$ cat config.mk
export PLATFORM = sky130hd
export DESIGN_NAME = cis_capture_writer
export DESIGN_NICKNAME = d
export VERILOG_FILES = /design/src/rtl/cis_pkg.sv /design/src/rtl/cis_capture_writer_packer.sv /design/src/rtl/cis_capture_writer.sv
export SDC_FILE = /design/constraint.sdc
export NUM_CORES = 1
export LEC_CHECK = 0
export CORE_ASPECT_RATIO = 1.2
export CORE_UTILIZATION = 55
export DETAILED_ROUTE_END_ITERATION = 10
export PLACE_DENSITY = 0.83
export SETUP_SLACK_MARGIN = 0.02
export SLEW_MARGIN = 10
export SYNTH_ARGS = -nofsm -noshare
export SYNTH_HDL_FRONTEND = slang
export SYNTH_HIERARCHICAL = 1
export SYNTH_SLANG_ARGS = --single-unit
$ cat constraint.sdc
create_clock -name clk -period 3.1 [get_ports clk]
set_input_delay 0.62 -clock clk [delete_from_list [all_inputs] [get_ports clk]]
set_output_delay 0.62 -clock clk [all_outputs]
set_load 0.01 [all_outputs]
$ cat src/rtl/cis_pkg.sv
// Shared definitions for the capture writer and the display reader.
package cis_pkg;

  localparam int unsigned IN_W      = 640;
  localparam int unsigned IN_H      = 480;
  localparam int unsigned OUT_W     = 320;
  localparam int unsigned OUT_H     = 240;
  localparam int unsigned FB_ADDR_W = 17;
  localparam int unsigned PIX_W     = 12;
  localparam int unsigned CH_W      = 4;

  // RGB444 byte-field positions: byte0 = {xxxx,R}, byte1 = {G,B}
  localparam int unsigned B0_R_LSB  = 0;
  localparam int unsigned B1_G_LSB  = 4;
  localparam int unsigned B1_B_LSB  = 0;

  typedef enum logic [1:0] {
    ST_SYNC   = 2'd0,
    ST_VBLANK = 2'd1,
    ST_ACTIVE = 2'd2
  } cap_state_e;

  typedef struct packed {
    logic [CH_W-1:0] r;
    logic [CH_W-1:0] g;
    logic [CH_W-1:0] b;
  } rgb444_t;

endpackage

$ cat src/rtl/cis_capture_writer_packer.sv
// Assembles two sensor bytes into one RGB444 pixel.
module rgb444_pixel_packer
  import cis_pkg::*;
(
  input  logic       clk,
  input  logic       rst,
  input  logic       href,
  input  logic [7:0] data,
  output logic       pixel_valid_c,
  output rgb444_t    pixel_c
);

  logic            phase_q, phase_d;
  logic [CH_W-1:0] r_q, r_d;

  // Phase toggles on each href-high byte; held at 0 while href is low so every line starts at byte0
  always_comb begin
    phase_d = 1'b0;
    r_d     = r_q;
    if (href) begin
      phase_d = ~phase_q;
      if (!phase_q) begin
        r_d = data[B0_R_LSB +: CH_W];
      end
    end
  end

  // Phase and red-channel registers
  always_ff @(posedge clk or negedge rst) begin
    if (!rst) begin
      phase_q <= 1'b0;
      r_q     <= '0;
    end else begin
      phase_q <= phase_d;
      r_q     <= r_d;
    end
  end

  // Pixel completes on the byte1 cycle
  always_comb begin
    pixel_valid_c = href & phase_q;
    pixel_c.r     = r_q;
    pixel_c.g     = data[B1_G_LSB +: CH_W];
    pixel_c.b     = data[B1_B_LSB +: CH_W];
  end

endmodule

$ cat src/rtl/cis_capture_writer.sv
// Captures a sensor RGB444 stream, decimates 2:1 in x and y, writes the frame buffer.
module cis_capture_writer
  import cis_pkg::*;
#(
  parameter int unsigned P_IN_W = IN_W,
  parameter int unsigned P_IN_H = IN_H
) (
  input  logic                 clk,
  input  logic                 rst,
  input  logic                 capture_en,
  input  logic                 cam_vsync,
  input  logic                 cam_href,
  input  logic [7:0]           cam_data,
  output logic                 wr_en,
  output logic [FB_ADDR_W-1:0] wr_addr,
  output logic [PIX_W-1:0]     wr_data,
  output logic                 frame_done,
  output logic                 frame_err,
  output logic                 busy
);

  localparam int unsigned PW = $clog2(P_IN_W + 1);
  localparam int unsigned LW = $clog2(P_IN_H + 2);
  localparam logic [PW-1:0] PIX_MAX  = PW'(P_IN_W);
  localparam logic [LW-1:0] LINE_END = LW'(P_IN_H);
  localparam logic [LW-1:0] LINE_MAX = LW'(P_IN_H + 1);

  cap_state_e           state_q, state_d;
  logic                 vs_q, vs_d, vs_d1_q, vs_d1_d;
  logic                 hr_q, hr_d, hr_d1_q, hr_d1_d;
  logic [7:0]           dat_q, dat_d;
  logic [PW-1:0]        pix_cnt_q, pix_cnt_d;
  logic [LW-1:0]        line_cnt_q, line_cnt_d;
  logic                 wr_en_q, wr_en_d;
  logic [FB_ADDR_W-1:0] wr_addr_q, wr_addr_d;
  logic [PIX_W-1:0]     wr_data_q, wr_data_d;
  logic                 done_q, done_d, err_q, err_d, busy_q, busy_d;

  logic                 vs_rise_c, vs_fall_c, hr_fall_c;
  logic                 pixel_valid_c;
  rgb444_t              pixel_c;
  logic [FB_ADDR_W-1:0] row_c, col_c, addr_c;

  rgb444_pixel_packer u_packer (
    .clk          (clk),
    .rst          (rst),
    .href         (hr_q),
    .data         (dat_q),
    .pixel_valid_c(pixel_valid_c),
    .pixel_c      (pixel_c)
  );

  // Edge detection on registered sensor timing, and row*320 + col as shift-add
  always_comb begin
    vs_rise_c = vs_q & ~vs_d1_q;
    vs_fall_c = ~vs_q & vs_d1_q;
    hr_fall_c = ~hr_q & hr_d1_q;
    row_c     = FB_ADDR_W'(line_cnt_q >> 1);
    col_c     = FB_ADDR_W'(pix_cnt_q >> 1);
    addr_c    = (row_c << 8) + (row_c << 6) + col_c;
  end

  // Next-state: input pipeline, counters, decimated write, frame FSM
  always_comb begin
    vs_d       = cam_vsync;
    hr_d       = cam_href;
    dat_d      = cam_data;
    vs_d1_d    = vs_q;
    hr_d1_d    = hr_q;
    state_d    = state_q;
    pix_cnt_d  = pix_cnt_q;
    line_cnt_d = line_cnt_q;
    wr_en_d    = 1'b0;
    wr_addr_d  = wr_addr_q;
    wr_data_d  = wr_data_q;
    done_d     = 1'b0;
    err_d      = 1'b0;

    if (hr_fall_c) begin
      pix_cnt_d = '0;
      if (line_cnt_q != LINE_MAX) line_cnt_d = line_cnt_q + LW'(1);
    end else if (pixel_valid_c && pix_cnt_q != PIX_MAX) begin
      pix_cnt_d = pix_cnt_q + PW'(1);
    end

    if (pixel_valid_c && state_q == ST_ACTIVE && pix_cnt_q < PIX_MAX &&
        line_cnt_q < LINE_END && !pix_cnt_q[0] && !line_cnt_q[0]) begin
      wr_en_d   = 1'b1;
      wr_addr_d = addr_c;
      wr_data_d = pixel_c;
    end

    case (state_q)
      ST_SYNC: begin
        if (vs_q) state_d = ST_VBLANK;
      end
      ST_VBLANK: begin
        line_cnt_d = '0;
        if (vs_fall_c) state_d = capture_en ? ST_ACTIVE : ST_SYNC;
      end
      ST_ACTIVE: begin
        if (vs_rise_c) begin
          if (line_cnt_q == LINE_END) done_d = 1'b1;
          else                        err_d  = 1'b1;
          state_d = ST_VBLANK;
        end
      end
      default: state_d = ST_SYNC;
    endcase

    busy_d = (state_d == ST_ACTIVE);
  end

  // State and output registers
  always_ff @(posedge clk or negedge rst) begin
    if (!rst) begin
      state_q    <= ST_SYNC;
      vs_q       <= 1'b0;
      vs_d1_q    <= 1'b0;
      hr_q       <= 1'b0;
      hr_d1_q    <= 1'b0;
      dat_q      <= '0;
      pix_cnt_q  <= '0;
      line_cnt_q <= '0;
      wr_en_q    <= 1'b0;
      wr_addr_q  <= '0;
      wr_data_q  <= '0;
      done_q     <= 1'b0;
      err_q      <= 1'b0;
      busy_q     <= 1'b0;
    end else begin
      state_q    <= state_d;
      vs_q       <= vs_d;
      vs_d1_q    <= vs_d1_d;
      hr_q       <= hr_d;
      hr_d1_q    <= hr_d1_d;
      dat_q      <= dat_d;
      pix_cnt_q  <= pix_cnt_d;
      line_cnt_q <= line_cnt_d;
      wr_en_q    <= wr_en_d;
      wr_addr_q  <= wr_addr_d;
      wr_data_q  <= wr_data_d;
      done_q     <= done_d;
      err_q      <= err_d;
      busy_q     <= busy_d;
    end
  end

  assign wr_en      = wr_en_q;
  assign wr_addr    = wr_addr_q;
  assign wr_data    = wr_data_q;
  assign frame_done = done_q;
  assign frame_err  = err_q;
  assign busy       = busy_q;

endmodule

Word-level counts from Yosys, hierarchy flattened
Index checks and enable logic that the tools add are counted.

storage, ports and cells
  output and inout bits = 33
  bits in read-only memories = 0
  RAM bits = 0
  register bits after elaboration = 71
  bits of input ports = 13
  memories kept = 0
  latch bits = 0

operators by class
  divide/modulo/power cells = 0
  reductions and logical operators = 14
  mux-type cells = 18
  add/subtract/negate cells = 4
  $mul = 0
  shift operators = 0
  bitwise gates (word level) = 8
  equal/unequal tests = 6
  order comparisons = 2

operator list
  cell                                                             count
  9-bit two-way mux                                                3
  10-bit two-way mux                                               2
  16-bit by 14-bit adder with 17-bit output                        1
  17-bit by 9-bit adder with 17-bit output                         1
  10-bit by 1-bit adder with 10-bit output, second input constant  1
  10-bit < comparator, second input constant                       1
  10-bit inequality test, second input constant                    1
  9-bit by 1-bit adder with 9-bit output, second input constant    1
  9-bit == test, second input constant                             1
  9-bit < comparator, second input constant                        1
  9-bit inequality test, second input constant                     1
  1-bit two-way mux                                                8
  2-bit two-way mux                                                4
  1-bit logical AND                                                6
  2-bit case mux with 3 select lines                               1
  2-bit nonzero test                                               3
  1-bit bitwise AND                                                4
  2-bit == test, second input constant                             2
  1-bit inverter                                                   4
  2-bit AND reduction                                              2
  2-bit by 1-bit == test with 1-bit output, second input constant  1
  1-bit logical NOT                                                2
  2-bit logical NOT                                                1

Logic depth before layout (Yosys ltp)
  word-level depth = 7
  gate-level depth with buffers = 8
  gate-level depth less buffers = 8

Modules after synthesis
The synthesis kept the hierarchy.

by module, submodules not included
  module               area each (µm²)  times used  cells an instance  sequential area each (µm²)
  cis_capture_writer   3126.7           1           311                1651.6
  rgb444_pixel_packer  277.8            1           20                 125.1

Worst setup path after synthesis
OpenSTA, ideal clock, no wires.

  kind = register -> register
  from = reg line_cnt_q[1]
  to = reg wr_addr_q[15] (netlist: wr_addr[15])
  path buffers = 0
  path slack = 722 ps
  period minus slack after synthesis = 2378 ps
  data arrival time = 2282 ps
  stages on the path, launching flop included = 9
  cell sequence = dfrtp_1 > inv_1 > fa_1 > inv_1 > fa_1 > a211oi_1 > o211ai_1 > and3_1 > o31ai_1

on the way
  longest elaborated chain between the ends = 4

RTL lines
  element                                                                                            RTL line                   source
  start: declaration                                                                                 cis_capture_writer.sv:33   logic [LW-1:0] line_cnt_q, line_cnt_d;
  start signal: assignment                                                                           cis_capture_writer.sv:139  line_cnt_q <= line_cnt_d;
  parallel branches: the longest is 4 deep, another holds 16-bit by 14-bit adder with 17-bit output  n/a
  end signal: assignment                                                                             cis_capture_writer.sv:141  wr_addr_q <= wr_addr_d;
  end: declaration                                                                                   cis_capture_writer.sv:35   logic [FB_ADDR_W-1:0] wr_addr_q, wr_addr_d;

Parallel ways; which one is timed is not known.
A chain may end at the register's enable or synchronous reset.

Worst setup path in the final report
  from = reg line_cnt_q[1]
  to = reg wr_addr_q[14] (netlist: wr_addr[14])

The elaborated chain is that of the path after synthesis.

==> flow_summary.yaml <==
layout:
  drive_gt1_frac: 0.0796
  fill_cells: 441
  design_area_um2: 4120
  antenna_cells: 0
  nNetsFinal: 407
  syn_to_final_growth_pct: 20.9
logic_synthesis:
  yosys.area.top_type: "dfrtp_1"
  yosysSeqAreaShare: 0.522
  ys_seq_elements: 71
  avgSynthCellArea_um2: 10.3
  yosys-top-cells-area: "dfrtp_1, nand2_1, ha_1, o21ai_0, xor2_1"
  async_reset_ff_frac: 1.00
  yosys.area.top_type_share: 0.522
  synth_edf_count: 0
  syn_inst: 331
  syn-cell-area_um2: 3400
  yosysUniqueCellTypes: 47
  synth_fp_nets: 366
  yosys_most_used_dff: "dfrtp_1"
  yosys_warnings: 6
global_route:
  grt.overflow.total: 0
  grt_pass1_vias: 2514
  grt_pass1_wl_mm: 11.3
  antenna_found_initial: 0
  grt_start_max_net_pins: 72
  gr-usage-all-layers: 0.235
run_status:
  status: "completed"
place:
  postPlaceCellArea_um2: 3860
  place_congestion: 0.858
  port_buffers: 45
  place_hpwl_mm: 4.63
routing:
  vias: 2491
  drtPass1Iterations: 4
  final_antenna_net_count: 0
  wl_mm: 6.76
  drt-vias-per-instance: 5.43
  drc: 0
  drt_iter0_drc: 120
  routedWlPerCell_um: 14.7
pwr:
  ir_drop_uv: 355
  powerDensity_nw_per_um2: 534
  power_leakage_nw: 2.02
clocking:
  htree_levels: 3
  cts_setup_buffers: 0
  cts.repair.resized: 0
  cts_buffer_depth: 2
  path_clk_slew_ns: 0.08
  holdBufCountCts: 0
  cts_root_buf: "clkbuf_8"
  cts_made_buffers: 9
  clock_latency_ns: 0.35
  cts_tree: "yes"
  cts_sinks: 71
critical_path:
  cp_max_fo: 5
  startpoint_type: "flip-flop"
  arrival_ns: 2.85
  r2r_setup_slack_ns: 0.48
  crit_type: "reg2reg"
  cp-end-kind: "flip-flop"
  crit_required_ns: 3.32
  r2r_start: "line_cnt_q[1]"
  r2r-end: "wr_addr[14]"
  rr_worst_depth: 8
timing:
  hold_viol_final: 0
  fmax_ghz: 0.381
  post-route-period-util: 0.847
  fin_worst_skew_ns: 0.00612
  period_minus_slack_ns: 2.62
  tns_ns: 0
  worst_pin_slew_ns: 0.855
  drv_slew: 0
  relSlewSlack: 0.430
  setup_viol: 0
  rsz0062_at_grt: "false"
floorplanning:
  die_x_um: 73.8
  initial_core_util: 0.566
  dieArea_um2: 6510
  design.core.area_um2: 6010
  placementRows: 31
  die_h_um: 88.2
  io_pins: 46
run:
  cap_violations: 0
worst_hold_path:
  hold_path_class: "in2async"
==> cell type report <==
type	count	area [um^2]	share of cell area
sequential	71	1780	0.432
multi-input combinational	232	1480	0.360
inverter	11	41.3	0.0100
tap	82	103	0.0249
clock buffer	9	124	0.0301
timing repair buffer	47	460	0.112
clock inverter	7	128	0.0310
==> per-layer routing <==
layer,global-route usage,vias to the layer above,share of wire
met5,0,-,0
met4,0.156,0,0.042
met3,0.0518,26,0.043
met2,0.385,74,0.49
met1,0.277,1196,0.42
li1,-,1195,-
==> synthesized netlist by cell type (3+ instances only) <==
cell and count:
a21o_1 4, a21oi_1 10, a31oi_1 4, and3_1 5, buf_4 8, clkbuf_1 6
dfrtp_1 71, ha_1 20, inv_1 11, mux2_4 4, nand2_1 81, nand3b_1 3
nand4_1 7, nor2_1 18, nor2b_1 3, nor3_1 3, o21ai_0 16, o31ai_1 3
or3_1 3, xnor2_1 7, xor2_1 9
==> worst max-delay path by stage <==
stage / from / end / depth (start not counted) / slack, ns
finish: line_cnt_q[1] / wr_addr[14] / 8 / 0.48
global route: line_cnt_q[3] / wr_addr[15] / 8 / 0.34
CTS: line_cnt_q[1] / wr_addr[15] / 8 / 0.50
detailed placement: line_cnt_q[1] / wr_addr[15] / 8 / 0.51
global placement: line_cnt_q[1] / wr_addr[14] / 8 / 0.63
floorplan: line_cnt_q[1] / wr_addr[15] / 8 / 0.72
==> flip-flops by register name, indices dropped and copies added, names as in the netlist, 2 cells and up <==
name	flops
dat_q	8
line_cnt_q	9
pix_cnt_q	10
state_q	2
u_packer/r_q	4
wr_addr	17
wr_data	12
==> cells by family (layout without fill, tap and decap cells) <==
group                    after synthesis  count (layout)  share of synthesized area
buffers and inverters                 28              74                     0.0426
adder cells (fa/ha/maj)               22              22                     0.0853
AO/OA/AOI/OAI                         49              49                     0.0967
XOR/XNOR                              16              16                     0.0412
multiplexers                           6               6                     0.0235
flip-flops                            71              71                      0.522
AND/OR/NAND/NOR                      139             139                      0.189
==> critical path: stages (launching register included) <==
cell	delay (ns)
dfrtp_1	0.41
inv_1	0.12
fa_1	0.51
inv_1	0.07
ha_1	0.32
a211o_1	0.28
a2111oi_1	0.50
o21ba_2	0.23
o31ai_1	0.06
==> cell usage in the layout, fill, tap and decap left out, types with 9 or more instances in the layout <==
| cell | n |
|---|---|
| clkdlybuf4s50_1 | 44 |
| ha_1 | 20 |
| o21ai_0 | 16 |
| xor2_1 | 9 |
| nand2_1 | 81 |
| dfrtp_1 | 71 |
| nor2_1 | 18 |
| clkbuf_8 | 9 |
| a21oi_1 | 10 |
| inv_1 | 11 |
==> where the power goes <==
part | switching [mW] | total [mW] | internal, mW
Sequential | 0.0469 | 1.03 | 0.987
Clock | 0.383 | 0.930 | 0.547
Combinational | 0.115 | 0.235 | 0.120
==> stage by stage <==
step                total power, mW  hold WS, ns  instances   util  worst slack, ns
floorplan                      1.16        0.324        331      -            0.722
global route                   2.27        0.471        459  0.684            0.345
finish                         2.20        0.449        459  0.684            0.475
detailed placement             1.29        0.430        443  0.643            0.506
CTS                            2.21        0.455        459  0.684            0.504
global placement               1.28        0.417        443  0.643            0.632
(Power assumes the default switching activity.)
